File: src/rtl/pipe_ctrl_pkg.sv
// Shared types and constants for the pipeline hazard controller.
//   ctrl_state_e  : controller FSM states
//   FWD_*         : forward-mux select encodings driven on fwd_a / fwd_b
//   hazard_ctrl_t : bundle of stall / flush / bubble strobes, plus the
//                   fixed patterns the controller drives in each situation
package Pipe_Buf_Reg_PKG;

  typedef enum logic [1:0] {
    RUN    = 2'b00,
    MULTI  = 2'b01,
    DRAIN  = 2'b10,
    HALTED = 2'b11
  } ctrl_state_e;

  localparam logic [1:0] FWD_RF  = 2'b00;
  localparam logic [1:0] FWD_WB  = 2'b01;
  localparam logic [1:0] FWD_MEM = 2'b10;

  typedef struct packed {
    logic pc_stall;
    logic ifid_stall;
    logic ifid_flush;
    logic idex_flush;
    logic exmem_bubble;
  } hazard_ctrl_t;

  localparam hazard_ctrl_t CTRL_NONE     = 5'b00000;
  localparam hazard_ctrl_t CTRL_RESET    = 5'b00111;
  localparam hazard_ctrl_t CTRL_LOAD_USE = 5'b11010;
  localparam hazard_ctrl_t CTRL_BRANCH   = 5'b00110;
  localparam hazard_ctrl_t CTRL_MULTI    = 5'b11001;
  localparam hazard_ctrl_t CTRL_HALT_ACC = 5'b00010;
  // Front end frozen and ID/EX emptied, used while draining and halted.
  localparam hazard_ctrl_t CTRL_HOLD     = 5'b11010;

endpackage

File: src/rtl/pipe_ctrl_fwd_sel.sv
// Forward-mux select for one EX operand.
//   ex_rs                      : source register of the ID/EX instruction
//   mem_rd / mem_regwrite      : destination and write enable at MEM
//   wb_rd  / wb_regwrite       : destination and write enable at WB
//   fwd                        : FWD_MEM, FWD_WB or FWD_RF
// MEM holds the younger result, so it wins over WB. Register 0 is never
// forwarded because it is hard-wired to zero in the register file.
module fwd_sel
  import Pipe_Buf_Reg_PKG::*;
#(
  parameter int RF_ADDRESS = 5
) (
  input  logic [RF_ADDRESS-1:0] ex_rs,
  input  logic [RF_ADDRESS-1:0] mem_rd,
  input  logic [RF_ADDRESS-1:0] wb_rd,
  input  logic                  mem_regwrite,
  input  logic                  wb_regwrite,
  output logic [1:0]            fwd
);

  always_comb begin
    fwd = FWD_RF;
    if (mem_regwrite && (mem_rd == ex_rs) && (mem_rd != '0)) begin
      fwd = FWD_MEM;
    end else if (wb_regwrite && (wb_rd == ex_rs) && (wb_rd != '0)) begin
      fwd = FWD_WB;
    end
  end

endmodule

File: src/rtl/pipe_ctrl.sv
// Hazard / stall controller for a 5-stage pipeline.
//   clk, reset (async, active-low)
//   id_rs1/2, ex_rs1/2, ex_rd, mem_rd, wb_rd : register numbers per stage
//   ex_memread, mem_regwrite, wb_regwrite    : stage control bits
//   branch_taken, ex_busy, halt_req, resume  : events from the datapath
//   pc_stall, ifid_stall                     : hold PC and IF/ID
//   ifid_flush, idex_flush, exmem_bubble     : squash stage control
//   fwd_a, fwd_b                             : forward-mux selects
//   halted, tmo_err, stall_cnt               : status
module pipe_ctrl
  import Pipe_Buf_Reg_PKG::*;
#(
  parameter int RF_ADDRESS = 5,
  parameter int DRAIN_CYC  = 3,
  parameter int MULTI_TMO  = 64,
  parameter int CNT_W      = 16
) (
  input  logic                  clk,
  input  logic                  reset,
  input  logic [RF_ADDRESS-1:0] id_rs1,
  input  logic [RF_ADDRESS-1:0] id_rs2,
  input  logic [RF_ADDRESS-1:0] ex_rs1,
  input  logic [RF_ADDRESS-1:0] ex_rs2,
  input  logic [RF_ADDRESS-1:0] ex_rd,
  input  logic [RF_ADDRESS-1:0] mem_rd,
  input  logic [RF_ADDRESS-1:0] wb_rd,
  input  logic                  ex_memread,
  input  logic                  mem_regwrite,
  input  logic                  wb_regwrite,
  input  logic                  branch_taken,
  input  logic                  ex_busy,
  input  logic                  halt_req,
  input  logic                  resume,
  output logic                  pc_stall,
  output logic                  ifid_stall,
  output logic                  ifid_flush,
  output logic                  idex_flush,
  output logic                  exmem_bubble,
  output logic [1:0]            fwd_a,
  output logic [1:0]            fwd_b,
  output logic                  halted,
  output logic                  tmo_err,
  output logic [CNT_W-1:0]      stall_cnt
);

  localparam int BUSY_W  = $clog2(MULTI_TMO + 1);
  localparam int DRAIN_W = $clog2(DRAIN_CYC + 1);
  localparam logic [BUSY_W-1:0]  BUSY_LAST  = BUSY_W'(MULTI_TMO - 1);
  localparam logic [DRAIN_W-1:0] DRAIN_LOAD = DRAIN_W'(DRAIN_CYC - 1);

  ctrl_state_e         state_q, state_d;
  logic [BUSY_W-1:0]   busy_cnt_q, busy_cnt_d;
  logic [DRAIN_W-1:0]  drain_cnt_q, drain_cnt_d;
  logic                tmo_err_q, tmo_err_d;
  logic [CNT_W-1:0]    stall_cnt_q, stall_cnt_d;

  hazard_ctrl_t        ctrl;
  logic                halted_c;
  logic                load_use;
  logic [1:0]          fwd_a_raw, fwd_b_raw;

  fwd_sel #(.RF_ADDRESS(RF_ADDRESS)) u_fwd_a (
    .ex_rs        (ex_rs1),
    .mem_rd       (mem_rd),
    .wb_rd        (wb_rd),
    .mem_regwrite (mem_regwrite),
    .wb_regwrite  (wb_regwrite),
    .fwd          (fwd_a_raw)
  );

  fwd_sel #(.RF_ADDRESS(RF_ADDRESS)) u_fwd_b (
    .ex_rs        (ex_rs2),
    .mem_rd       (mem_rd),
    .wb_rd        (wb_rd),
    .mem_regwrite (mem_regwrite),
    .wb_regwrite  (wb_regwrite),
    .fwd          (fwd_b_raw)
  );

  assign load_use = ex_memread && (ex_rd != '0) &&
                    ((ex_rd == id_rs1) || (ex_rd == id_rs2));

  always_ff @(posedge clk or negedge reset) begin
    if (!reset) begin
      state_q     <= RUN;
      busy_cnt_q  <= '0;
      drain_cnt_q <= '0;
      tmo_err_q   <= 1'b0;
      stall_cnt_q <= '0;
    end else begin
      state_q     <= state_d;
      busy_cnt_q  <= busy_cnt_d;
      drain_cnt_q <= drain_cnt_d;
      tmo_err_q   <= tmo_err_d;
      stall_cnt_q <= stall_cnt_d;
    end
  end

  // Priority in RUN: an unfinished EX op outranks everything (its branch
  // outcome is not valid yet), then branch, then load-use. A halt is only
  // accepted when none of these apply; a squashed or stalled halt is
  // re-presented by ID later.
  always_comb begin
    state_d     = state_q;
    busy_cnt_d  = busy_cnt_q;
    drain_cnt_d = drain_cnt_q;
    tmo_err_d   = tmo_err_q;
    case (state_q)
      RUN: begin
        busy_cnt_d = '0;
        if (ex_busy) begin
          state_d = MULTI;
        end else if (halt_req && !branch_taken && !load_use) begin
          state_d     = DRAIN;
          drain_cnt_d = DRAIN_LOAD;
        end
      end
      MULTI: begin
        if (!ex_busy) begin
          state_d    = RUN;
          busy_cnt_d = '0;
        end else if (busy_cnt_q == BUSY_LAST) begin
          // Watchdog: give up on the EX unit and let the pipe move again.
          state_d    = RUN;
          busy_cnt_d = '0;
          tmo_err_d  = 1'b1;
        end else begin
          busy_cnt_d = busy_cnt_q + BUSY_W'(1);
        end
      end
      DRAIN: begin
        if (drain_cnt_q == '0) begin
          state_d = HALTED;
        end else begin
          drain_cnt_d = drain_cnt_q - DRAIN_W'(1);
        end
      end
      HALTED: begin
        if (resume) begin
          state_d = RUN;
        end
      end
      default: state_d = RUN;
    endcase
  end

  // Reset overrides the strobes combinationally so downstream stages see
  // flush/bubble the moment reset asserts, not one edge later.
  always_comb begin
    ctrl     = CTRL_NONE;
    halted_c = 1'b0;
    case (state_q)
      RUN: begin
        if (ex_busy)           ctrl = CTRL_MULTI;
        else if (branch_taken) ctrl = CTRL_BRANCH;
        else if (load_use)     ctrl = CTRL_LOAD_USE;
        else if (halt_req)     ctrl = CTRL_HALT_ACC;
      end
      MULTI: begin
        if (ex_busy)           ctrl = CTRL_MULTI;
        else if (branch_taken) ctrl = CTRL_BRANCH;
      end
      DRAIN: ctrl = CTRL_HOLD;
      HALTED: begin
        ctrl     = CTRL_HOLD;
        halted_c = 1'b1;
      end
      default: ctrl = CTRL_NONE;
    endcase
    if (!reset) begin
      ctrl     = CTRL_RESET;
      halted_c = 1'b0;
    end
  end

  // A parked pipeline is not a hazard stall, so HALTED is not counted.
  always_comb begin
    stall_cnt_d = stall_cnt_q;
    if (ctrl.pc_stall && (state_q != HALTED) && (stall_cnt_q != '1)) begin
      stall_cnt_d = stall_cnt_q + CNT_W'(1);
    end
  end

  assign pc_stall     = ctrl.pc_stall;
  assign ifid_stall   = ctrl.ifid_stall;
  assign ifid_flush   = ctrl.ifid_flush;
  assign idex_flush   = ctrl.idex_flush;
  assign exmem_bubble = ctrl.exmem_bubble;
  assign fwd_a        = reset ? fwd_a_raw : FWD_RF;
  assign fwd_b        = reset ? fwd_b_raw : FWD_RF;
  assign halted       = halted_c;
  assign tmo_err      = tmo_err_q;
  assign stall_cnt    = stall_cnt_q;

endmodule

File: config.mk
export PLATFORM = sky130hd
export DESIGN_NAME = pipe_ctrl
export DESIGN_NICKNAME = d
export VERILOG_FILES = /design/src/rtl/pipe_ctrl_pkg.sv /design/src/rtl/pipe_ctrl_fwd_sel.sv /design/src/rtl/pipe_ctrl.sv
export SDC_FILE = /design/constraint.sdc
export NUM_CORES = 1
export LEC_CHECK = 0
export BUFFER_PORTS_ARGS = -buffer_cell sky130_fd_sc_hd__buf_4
export CELL_PAD_IN_SITES_DETAIL_PLACEMENT = 1
export CELL_PAD_IN_SITES_GLOBAL_PLACEMENT = 2
export CORE_MARGIN = 2
export CORE_UTILIZATION = 28
export CTS_CLUSTER_DIAMETER = 50
export DETAILED_ROUTE_END_ITERATION = 7
export PLACE_DENSITY_LB_ADDON = 0.1
export SYNTH_ARGS = -nofsm -noshare
export SYNTH_HDL_FRONTEND = slang
export SYNTH_SLANG_ARGS = --single-unit
File: constraint.sdc
create_clock -name clk -period 2.4 [get_ports clk]
set_input_delay 0.12 -clock clk [delete_from_list [all_inputs] [get_ports clk]]
set_output_delay 0.12 -clock clk [all_outputs]
set_load 0.02 [all_outputs]
==> impl_metrics.py, run 1 <==
metrics = {
    "detailed_routing": {
        "drt-pass1-iter-count": 4,
        "post_drt_via_cell_ratio": 4.91,
        "drc": 0,
        "vias": 1742,
        "wl_per_cell_um": 14.2,
        "drt_iter0_drc": 54,
        "wirelength_um": 5040,
        "ant_nets": 0,
    },
    "global_routing": {
        "antenna_found_initial": 0,
        "busiest_layer": "met2",
        "grt_usage_pct": 14.1,
        "grt_pass1_vias": 1766,
        "met2_usage_pct": 23.4,
        "grt_pass1_wl_um": 8510,
        "met1_usage_pct": 19.1,
        "grtUsageMet3_pct": 2.50,
        "overflow": 0,
        "grt_max_degree": 28,
    },
    "die": {
        "rows": 29,
        "ios": 71,
        "design.core.area_um2": 6390,
        "fp.dieW_um": 85.5,
        "dieArea_um2": 7310,
        "die_height_um": 85.5,
        "initial_core_util_pct": 29.1,
    },
    "pwr": {
        "p_int_uw": 1040,
        "pwr-share-seq_pct": 41.4,
        "p_sw_share_pct": 38.0,
        "power.switching_uw": 637,
        "powerDensity_nw_per_um2": 657,
        "combPwrFrac_pct": 40.9,
        "p_clk_share_pct": 17.7,
        "p_leak_uw": 0.00115,
        "peakVddDrop_mv": 0.235,
    },
    "critical_path": {
        "required_ns": 2.28,
        "critPathMaxFanout": 13,
        "rrSetupSlack_ns": 0.55,
        "cp-start-kind": "input pin",
        "worstReg2RegEnd": "stall_cnt[9]",
        "regToRegStartpoint": "state_q[1]",
        "crit_type": "in2out",
        "end_kind": "output pin",
        "worstRegToRegCells": 6,
        "worstPathArrival_ns": 1.95,
    },
    "placement": {
        "dpl_cell_area_um2": 2480,
        "port_buffers": 70,
        "gp_congestion": 0.825,
        "dp_hpwl_um": 4160,
    },
    "sta": {
        "period_needed_ns": 2.07,
        "worst_pin_slew_ns": 0.498,
        "rsz0062_at_grt": "false",
        "fin_crit_sh_pct": 86.3,
        "clock_skew_ns": 0.00530,
        "setup_tns_ns": 0,
        "setup_violations": 0,
        "maxSlewViolCount": 0,
        "fmax_mhz": 483,
        "relSlewSlack_pct": 66.8,
        "hold_viol": 0,
    },
    "cts": {
        "cts.sinks": 28,
        "htreeDepth": 1,
        "cts-resized-gates": 0,
        "postCtsSetupBuffers": 0,
        "clk_pin_slew_ns": 0.09,
        "clock_latency_ns": 0.27,
        "cts_root_buffer": "clkbuf_8",
        "cts_tree": "built",
        "cts_buffers": 3,
        "cts.path.max_buffers": 2,
    },
    "synth": {
        "synth-async-reset-ratio_pct": 100,
        "synthAdderAreaFrac_pct": 2.02,
        "synth-seq-cells": 28,
        "ys_seq_area_share_pct": 37.7,
        "ys_warn_count": 0,
        "synth_nets": 252,
        "synth_top_family_by_area": "simple AND/OR/NAND/NOR gates",
        "synth_edf_count": 0,
        "syn_inst": 205,
        "post_synth.cell_area_avg_um2": 9.07,
        "ys.flop_type": "dfrtp_1",
        "synth_cell_types": 39,
        "synth_compound_area_share_pct": 9.89,
        "synth_xor_area_share_pct": 21.7,
        "yosys.area_share.simple_pct": 24.4,
        "synth_area_um2": 1860,
        "muxShareOfSynthArea_pct": 1.82,
    },
    "min_path": {
        "hold_path_end": "state_q[0]",
        "hold_depth": 3,
        "hold_start": "ex_busy",
        "hold_class": "in2reg",
    },
    "layout": {
        "antenna_cells": 0,
        "final_cell_area_um2": 2550,
        "area_growth_pct": 37.1,
        "drive_gt1_share_pct": 30.6,
        "fin_nets": 326,
    },
    "status": {
        "status": "finished, final reports clean",
    },
    "job": {
        "cap_violations": 0,
    },
}
[final cells by class]
type	count	area, µm²
inverter	5	18.8
sequential	28	701
clock buffer	4	55.1
fill	775	3840
tap	77	96.3
multi-input combinational	166	1110
timing repair buffer	75	566
[cells in the mapped netlist, types with 2 or more instances]
| cell | count | area [µm²] |
|---|---|---|
| mux2_2 | 3 | 33.8 |
| clkbuf_1 | 4 | 15.0 |
| dfrtp_1 | 28 | 701 |
| nor3_1 | 3 | 15.0 |
| ha_1 | 3 | 37.5 |
| nand4b_1 | 2 | 17.5 |
| inv_1 | 5 | 18.8 |
| xor2_1 | 15 | 131 |
| and3_1 | 5 | 31.3 |
| a21oi_1 | 3 | 15.0 |
| nand3_1 | 15 | 75.1 |
| o21a_1 | 2 | 15.0 |
| nor2_1 | 14 | 52.6 |
| a22o_1 | 2 | 17.5 |
| nor4_1 | 4 | 25.0 |
| a21boi_0 | 2 | 15.0 |
| and2_1 | 2 | 12.5 |
| nand2_1 | 24 | 90.1 |
| xnor2_1 | 31 | 272 |
| or4_1 | 5 | 37.5 |
| o21ai_0 | 9 | 45.0 |
| nand4_1 | 7 | 43.8 |
[through the flow]
step,hold WS [ns],worst slack [ns],cells,power (µW),util [%]
final,0.149,0.328,355,1670,39.9
after global routing,0.158,0.190,355,1820,39.9
after CTS,0.142,0.311,355,1710,39.9
after detailed placement,-0.0450,0.396,350,1400,38.9
after global placement,-0.0459,0.409,350,1400,38.9
after floorplan,-0.176,0.596,205,1100,-
[critical path, cell delays in order]
cell and delay (ns):
dlygate4sd3_1 0.53, buf_4 0.19, o211ai_1 0.12, or4_1 0.57
nor4_1 0.22, buf_4 0.20
[state kept, by name, summed over array words and instances (netlist names)]
| name | cells |
|---|---|
| stall_cnt | 16 |
| drain_cnt_q | 2 |
| tmo_err | 1 |
| state_q | 2 |
| busy_cnt_q | 7 |
[logic make-up (layout without fill, tap and decap cells)]
| group | Yosys count | in the layout |
|---|---|---|
| compound gates | 27 | 27 |
| buf+inv | 11 | 84 |
| mux | 3 | 3 |
| flops | 28 | 28 |
| xor+xnor | 46 | 46 |
| simple gates | 87 | 87 |
| fa+ha+maj | 3 | 3 |
[cell usage in the layout, fill, tap and decap left out, types with 7 or more instances in the layout]
| master | n |
|---|---|
| xor2_1 | 15 |
| nor2_1 | 14 |
| nand2_1 | 24 |
| nand4_1 | 7 |
| nand3_1 | 15 |
| xnor2_1 | 31 |
| dfrtp_1 | 28 |
| o21ai_0 | 9 |
| buf_4 | 74 |
[power by group through the flow]
stage | logic [µW] | registers (µW) | clock network, µW
finish | 684 | 693 | 297
global route | 772 | 717 | 327
CTS | 703 | 696 | 312
detailed placement | 700 | 704 | 0
global placement | 693 | 706 | 0
floorplan | 392 | 712 | 0
[how the worst max path moves through the flow]
stage                       from            to  slack, ns  cells after the start
floorplan           stall_cnt[0]  stall_cnt[1]       0.60                      6
global placement        ex_rd[1]  stall_cnt[1]       0.41                      7
detailed placement      ex_rd[1]  stall_cnt[1]       0.40                      7
CTS                        reset      fwd_b[0]       0.31                      6
global route               reset      fwd_b[0]       0.19                      6
finish                     reset      fwd_b[0]       0.33                      6
[routing by layer]
layer,vias up,routed length [µm]
met2,59,2300
met3,4,321
li1,864,-
met5,-,0
met4,0,44
met1,815,2370
[timing repair]
item / in CTS / in global routing
endpoints found under the setup margin: 0 / 0
endpoints found under the hold margin: 28 / 0
hold buffers: 1 / 0
Power figures use the tool's default switching activity.
==> run 2, diff against run 1 <==
--- a/config.mk
+++ b/config.mk
@@ -15,4 +15,5 @@
 export PLACE_DENSITY_LB_ADDON = 0.1
 export SYNTH_ARGS = -nofsm -noshare
 export SYNTH_HDL_FRONTEND = slang
+export SYNTH_HIERARCHICAL = 1
 export SYNTH_SLANG_ARGS = --single-unit
==> run 2 against run 1 <==
Compared with the run above:
- utilization shrank 0.79 points
- hold slack lost 0.058 ns
- clock skew grew 0.0043 ns
- wire length grew 3.1%
- combinational power shrank 5.4%
- power grew 0.77%
- final area grew 3.1%
- sequential share of layout area shrank 0.84 points
==> impl_metrics.py, run 2 <==
metrics = {
    "synth": {
        "synthDominantCellAreaShare_pct": 36.6,
        "ys.flop_type": "dfrtp_1",
        "ys_warn_count": 6,
        "synthTopCellsByArea": "dfrtp_1 (37%), xor2_1 (13%), xnor2_1 (6.4%)",
        "synth-async-reset-ratio_pct": 100,
        "synth-seq-cells": 28,
        "synth_nets": 259,
        "post_synth.cell_area_avg_um2": 9.03,
        "synth_area_leader_cell": "dfrtp_1",
        "synth_area_um2": 1910,
        "synth_common_cells": "dfrtp_1 (28), xor2_1 (28), nand2_1 (20), nand3_1 (19), nor2_1 (17)",
        "syn_inst": 212,
        "synth_cell_types": 33,
        "synth_edf_count": 0,
        "ys_seq_area_share_pct": 36.6,
    },
    "detailed_routing": {
        "drt_iter0_drc": 62,
        "wirelength_um": 5200,
        "wl_per_cell_um": 14.2,
        "drt-pass1-iter-count": 4,
        "post_drt_via_cell_ratio": 4.78,
        "ant_nets": 0,
        "vias": 1751,
        "drc": 0,
    },
    "cts": {
        "cts_tree": "built",
        "htreeDepth": 1,
        "cts.sinks": 28,
        "clock_latency_ns": 0.28,
        "clk_pin_slew_ns": 0.10,
        "postCtsSetupBuffers": 0,
        "cts.path.max_buffers": 2,
        "cts_root_buffer": "clkbuf_8",
        "cts_buffers": 3,
    },
    "global_routing": {
        "antenna_found_initial": 0,
        "met1_usage_pct": 18.5,
        "grt_pass1_wl_um": 8830,
        "met2_usage_pct": 26.4,
        "grtUsageMet3_pct": 2.67,
        "grt_usage_pct": 14.5,
        "grt_pass1_vias": 1868,
        "overflow": 0,
        "busiest_layer": "met2",
        "grt_max_degree": 38,
    },
    "sta": {
        "fin_crit_sh_pct": 85.3,
        "setup_violations": 0,
        "hold_viol": 0,
        "maxSlewViolCount": 0,
        "rsz0062_at_grt": "false",
        "relSlewSlack_pct": 65.0,
        "fin_ws_ns": 0.352,
        "holdWs_ns": 0.0916,
        "worst_pin_slew_ns": 0.524,
        "fmax_mhz": 488,
        "setup_tns_ns": 0,
        "period_needed_ns": 2.05,
        "clock_skew_ns": 0.00955,
    },
    "placement": {
        "dp_hpwl_um": 4180,
        "dp.cells": 361,
        "port_buffers": 70,
        "gp_congestion": 0.753,
        "pre_cts_ws_ns": 0.220,
    },
    "layout": {
        "antenna_cells": 0,
        "n_fill_cell": 801,
        "instances_no_fill": 366,
        "final_common_cell": "buf_4",
        "layout_common_cells": "buf_4 (75), xor2_1 (28), dfrtp_1 (28)",
        "largest_reg_flops": 16,
        "fin_nets": 334,
        "area_growth_pct": 37.3,
        "drive_gt1_share_pct": 32.5,
        "final_util_pct": 39.1,
    },
    "min_path": {
        "hold_start": "ex_busy",
        "hold_class": "in2reg",
    },
    "die": {
        "initial_core_util_pct": 28.5,
        "ios": 71,
        "dieArea_um2": 7510,
        "design.core.area_um2": 6720,
        "rows": 30,
        "fp.dieW_um": 86.7,
        "die_height_um": 86.7,
    },
    "critical_path": {
        "crit_type": "reg2reg",
        "critPathMaxFanout": 16,
        "setup.worst_path.start": "stall_cnt[8]",
        "regToRegStartpoint": "stall_cnt[8]",
        "end_kind": "flop",
        "required_ns": 2.57,
        "cp-start-kind": "flop",
        "worstPathArrival_ns": 2.22,
    },
    "job": {
        "cap_violations": 0,
    },
    "pwr": {
        "p_leak_uw": 0.00125,
        "peakVddDrop_mv": 0.404,
        "powerDensity_nw_per_um2": 642,
    },
    "status": {
        "status": "finished, final reports clean",
    },
}
run 2: worst max-delay path, cell delays in order (launching register included):
cell       delay [ns]
dfrtp_1          0.42
nand3_1          0.15
nor2_1           0.19
and3_1           0.21
nand3_1          0.12
o2111ai_4        0.47
mux2_1           0.37
run 2: layout make-up:
type	count	area [µm²]	share of cell area, %
flip-flops and latches	28	701	26.7
multi-input cells	168	1150	43.6
well taps	80	100	3.81
repair buffers	76	573	21.8
clock buffers	3	41.3	1.57
clock inverters	1	30.0	1.14
inverters	10	37.5	1.43
run 2: through the flow:
stage               area [µm²]  power [µW]
detailed placement        2550        1330
global placement          2550        1320
global route              2630        1820
floorplan                 1910        1040
finish                    2630        1690
CTS                       2630        1720
run 2: report_power, final:
group | switching, µW | total (µW) | internal [µW] | leakage (µW)
Clock | 151 | 374 | 223 | 0.0000357
Combinational | 354 | 647 | 294 | 0.000853
Sequential | 107 | 666 | 558 | 0.000356
Total | 612 | 1690 | 1080 | 0.00125
run 2: cell families (layout without fill, tap and decap cells):
logic type               Yosys count  count (layout)  share of synthesized area, %
flip-flops                        28              28                          36.6
AO/OA/AOI/OAI                     28              28                          12.4
adder cells (fa/ha/maj)            3               3                          1.96
XOR/XNOR                          42              42                          19.2
buffers and inverters             16              90                          3.53
AND/OR/NAND/NOR                   93              93                          25.2
multiplexers                       2               2                          1.11
run 2: worst paths after layout:
kind	to	slack [ns]	cells after the start
max in group asynchronous	state_q[1]	1.61	3
worst min-delay path	state_q[1]	0.09	2
worst max-delay path	stall_cnt[1]	0.35	6
worst max register to register	stall_cnt[1]	0.35	6
worst min register to register	tmo_err	0.47	2
min in group asynchronous	stall_cnt[13]	0.47	3
run 2: metal layers:
layer  vias to the layer above  wire, µm
met1                       851      2380
met4                         0        10
met5                         -         0
li1                        872         -
met3                         2       139
met2                        26      2670
run 2: timing repair:
item | CTS | global route
resized for setup | 0 | 0
endpoints found under the hold margin | 28 | 0
hold buffers | 1 | 0
endpoints found under the setup margin | 0 | 0
